===== config.mk =====
export PLATFORM = sky130hd
export DESIGN_NAME = eclk_bus_cycle
export DESIGN_NICKNAME = d
export VERILOG_FILES = /design/src/rtl/eclk_bus_cycle.sv
export SDC_FILE = /design/constraint.sdc
export NUM_CORES = 1
export LEC_CHECK = 0
export CAP_MARGIN = 20
export CORE_MARGIN = 2
export CORE_UTILIZATION = 39
export CTS_BUF_LIST = sky130_fd_sc_hd__clkbuf_4
export DETAILED_ROUTE_END_ITERATION = 7
export HOLD_SLACK_MARGIN = 0.12
export PLACE_DENSITY = 0.76
export SLEW_MARGIN = 20
export SYNTH_ARGS = -nofsm -noshare
export SYNTH_HDL_FRONTEND = slang
export SYNTH_SLANG_ARGS = --single-unit

===== constraint.sdc =====
create_clock -name clk -period 1.4 [get_ports clk]
set_input_delay 0.28 -clock clk [delete_from_list [all_inputs] [get_ports clk]]
set_output_delay 0.28 -clock clk [all_outputs]
set_load 0.05 [all_outputs]

===== src/rtl/eclk_bus_cycle.sv =====
// 6800-style synchronous peripheral cycle responder for the CIA space.
// It aligns CPU requests to the 10-phase E period and drives VMA, E, strobes and DTACK.
module eclk_bus_cycle #(
    parameter int SYNC_PHASE = 2
) (
    input  logic       clk,
    input  logic       _reset,
    input  logic [9:0] eclk,
    input  logic       _as,
    input  logic       _vpa,
    input  logic       rw,
    output logic       e,
    output logic       _vma,
    output logic       _dtack,
    output logic       sel,
    output logic       rd_strobe,
    output logic       wr_strobe,
    output logic       busy
);

    typedef enum logic [2:0] {
        S_IDLE,
        S_SYNC,
        S_VMA,
        S_ACCESS,
        S_TERM
    } state_t;

    state_t state_q, state_d;
    logic   rw_q, rw_d;
    logic   e_q, e_d;
    logic   vma_n_q, vma_n_d;
    logic   dtack_n_q, dtack_n_d;
    logic   sel_q, sel_d;
    logic   rd_q, rd_d;
    logic   wr_q, wr_d;
    logic   busy_q, busy_d;
    logic   running;

    // An all-zero eclk means the generator is stopped: everything freezes.
    assign running = |eclk;

    always_ff @(posedge clk or negedge _reset) begin
        if (!_reset) begin
            state_q   <= S_IDLE;
            rw_q      <= 1'b1;
            e_q       <= 1'b0;
            vma_n_q   <= 1'b1;
            dtack_n_q <= 1'b1;
            sel_q     <= 1'b0;
            rd_q      <= 1'b0;
            wr_q      <= 1'b0;
            busy_q    <= 1'b0;
        end else begin
            state_q   <= state_d;
            rw_q      <= rw_d;
            e_q       <= e_d;
            vma_n_q   <= vma_n_d;
            dtack_n_q <= dtack_n_d;
            sel_q     <= sel_d;
            rd_q      <= rd_d;
            wr_q      <= wr_d;
            busy_q    <= busy_d;
        end
    end

    // Aborts are tested before phase strobes so they win on the same edge.
    always_comb begin
        state_d = state_q;
        rw_d    = rw_q;
        if (running) begin
            case (state_q)
                S_IDLE: begin
                    if (!_as && !_vpa) begin
                        state_d = S_SYNC;
                        rw_d    = rw;
                    end
                end
                S_SYNC: begin
                    if (_as || _vpa)            state_d = S_IDLE;
                    else if (eclk[SYNC_PHASE])  state_d = S_VMA;
                end
                S_VMA: begin
                    if (_as)          state_d = S_IDLE;
                    else if (eclk[5]) state_d = S_ACCESS;
                end
                S_ACCESS: begin
                    if (_as)          state_d = S_IDLE;
                    else if (eclk[9]) state_d = S_TERM;
                end
                S_TERM: begin
                    if (_as) state_d = S_IDLE;
                end
                default: state_d = S_IDLE;
            endcase
        end
    end

    // Output registers are derived from the transition being taken this edge.
    always_comb begin
        e_d       = running ? (|eclk[8:5]) : e_q;
        vma_n_d   = !(state_d inside {S_VMA, S_ACCESS, S_TERM});
        dtack_n_d = (state_d != S_TERM);
        sel_d     = (state_q == S_VMA) && (state_d == S_ACCESS);
        rd_d      = (state_q == S_ACCESS) && (state_d == S_ACCESS) && eclk[8] && rw_q;
        wr_d      = (state_q == S_ACCESS) && (state_d == S_ACCESS) && eclk[8] && !rw_q;
        busy_d    = (state_d != S_IDLE);
    end

    assign e         = e_q;
    assign _vma      = vma_n_q;
    assign _dtack    = dtack_n_q;
    assign sel       = sel_q;
    assign rd_strobe = rd_q;
    assign wr_strobe = wr_q;
    assign busy      = busy_q;

endmodule


==> metrics.txt <==
status=finished, final reports clean; top post-synthesis cells by area=dfrtp_1 (36%), dfstp_2 (14%), nor4_4 (7.6%); Final period util=97.7%; Setup-failing EPs final=0; dpl hpwl=1010 um; row count=13; synth warn=0; #FFs+latches synth=11; syn_area_per_cell=12.1 um2; vias per cell=5.33; Fillers=101; Post-Syn Area=558 um2; TritonCTS clock tree=built; worst slew pin tran=0.491 ns; skew final=0.00320 ns; # port buffers=21; CP Data Arrival Time=1.56 ns; initial antenna violation count=0; critical path class=reg2reg; top-count cell post-synth=dfrtp_1; Pleak=0.000432 uW; htree depth=1; GRT Total Usage=18.0%; critical path required time=1.60 ns; area leader, netlist=dfrtp_1; Layout Nets=97; Synth top area share=35.9%; CP Launch Point=state_q[2]$_DFF_PN0_; remaining antenna violation count=0; total gr overflow=0; Worst R2R Path Depth=5; Setup WS post-layout=0.0324 ns; Hold Fails Final Rpt=0; final wirelength=1360 um; Yosys cell types=28; vias in the first global route=524; clock sink count=11; Post-Place Worst Slack=-0.470 ns; first-pass GRT wire length=2310 um; per-cell routed wire length=14.1 um; CP Launch Type=flip-flop; Die W=41.8 um; Initial Utilization=42.4%; die height=41.8 um; crit-path max FO=4; CP Capture Type=flip-flop; worst skew pair latency=0.27 ns; RSZ-0062 raised after global routing=yes; pwr dens=740 mW/mm2; most common flop cell mapped by yosys=dfrtp_1; clock transition at the registers of the reported paths=0.07 ns; Final Wtd Congestion=0.787; Die Area=0.00175 mm2; hold buffers post-CTS=0; fraction of layout cells with a size suffix above 1=49.4%; Synth-to-Final Area Change=78.5%; largest net degree at the start of global routing=12; worst r2r src=state_q[2]$_DFF_PN0_; CTS Buffer Depth=2; Hold Path Class=in2async; slew margin rel.=67.2%; IO Pins=22; Layout Utilization=75.6%; Iter 0 DRT Violations=8; Post-Syn Instances=46; root buf cell=clkbuf_4; Syn Nets=61; fin. max-slew vios=0; drt drc=0; DRT Pass-1 Iters=4; cts bufs inserted=3; register area share after synthesis=50.0%; most instantiated cells after synthesis=dfrtp_1 (8), nand2_1 (4), dfstp_2 (3); number of synthesized flops with an enable pin=0; area of the core=0.00132 mm2; final std cell area, no fill=996 um2; Max Clock Freq=0.731 GHz; routed via count=512; ys async rst share=100%; minimum clock period=1.37 ns; antenna cells=0; Max IR drop VDD=0.395 mV; max cap viols=0; Post-DP Area=912 um2
## final timing paths
kind	slack (ns)	to
setup / recovery	0.03	_vma$_DFF_PN1_
hold / removal	0.34	sel$_DFF_PN0_
setup reg to reg	0.03	_vma$_DFF_PN1_
hold reg to reg	0.55	rd_strobe$_DFF_PN0_
max in group asynchronous	0.70	state_q[0]$_DFF_PN0_
min in group clk	0.45	e$_DFFE_PN0N_
## timing repair
item | CTS | global route
gates resized for setup | 12 | 12
pin swaps | 3 | 6
buffers inserted | 2 | 1
endpoints found under the setup margin | 8 | 4
hold endpoints to repair | 0 | 0
## registers in the layout, summed over array words and instances (netlist names)
name       flops
busy           1
sel            1
_vma           1
_dtack         1
rw_q           1
rd_strobe      1
state_q        3
e              1
wr_strobe      1
## worst max-delay path, stage by stage (launching register included)
cell,delay (ns)
dfrtp_1,0.40
buf_4,0.16
nor3b_4,0.21
a21oi_1,0.10
mux2_4,0.27
mux2i_1,0.15
## cell type report
class,count,area (um2),share of cell area [%]
inverter,1,3.75,0.377
timing repair buffer,32,354,35.6
sequential,11,280,28.1
clock buffer,4,30.0,3.02
tap,15,18.8,1.88
multi-input combinational,33,309,31.0
## metrics by stage
| step | total power (uW) | hold slack [ns] | TNS, ns | cells |
|---|---|---|---|---|
| final | 737 | 0.337 | 0 | 96 |
| after global placement | 503 | 0.527 | -3.35 | 89 |
| after detailed placement | 507 | 0.524 | -3.47 | 89 |
| after floorplan | 410 | -0.0156 | 0 | 46 |
| after CTS | 744 | 0.350 | 0 | 95 |
| after global routing | 782 | 0.379 | -0.115 | 96 |
## where the power goes
| group | switching (uW) | internal [uW] | total [uW] |
|---|---|---|---|
| clock network | 105 | 130 | 235 |
| logic | 68.0 | 81.4 | 149 |
| registers | 15.6 | 338 | 353 |
| total | 188 | 549 | 737 |
## metal layers
metal	GRT usage [%]	part of all wire (%)	wire [um]	vias up
li1	-	-	-	243
met1	20.4	41	554	245
met2	30.0	52	701	20
met3	2.61	4.6	62	4
met4	13.5	2.7	36	0
met5	0	0	0	-
## cells by family (layout without fill, tap and decap cells)
kind of cell,Yosys count,after routing,share of synthesized area [%]
muxes,4,4,8.97
and+or+nand+nor,20,20,28.9
buffers and inverters,2,37,1.57
AOI/OAI and AO/OA,9,9,10.5
DFF,11,11,50.0
## cell usage in the layout (no fill, tap or decap), types with 2 or more instances in the layout
cell,n
dfstp_2,3
dfrtp_1,7
clkbuf_4,4
nor4_4,2
buf_12,7
clkdlybuf4s15_1,3
buf_4,11
nand2b_1,2
a31oi_1,2
clkdlybuf4s50_1,4
dlygate4sd2_1,5
nand2_1,4
a21oi_1,2
Power figures use the tool's default switching activity.
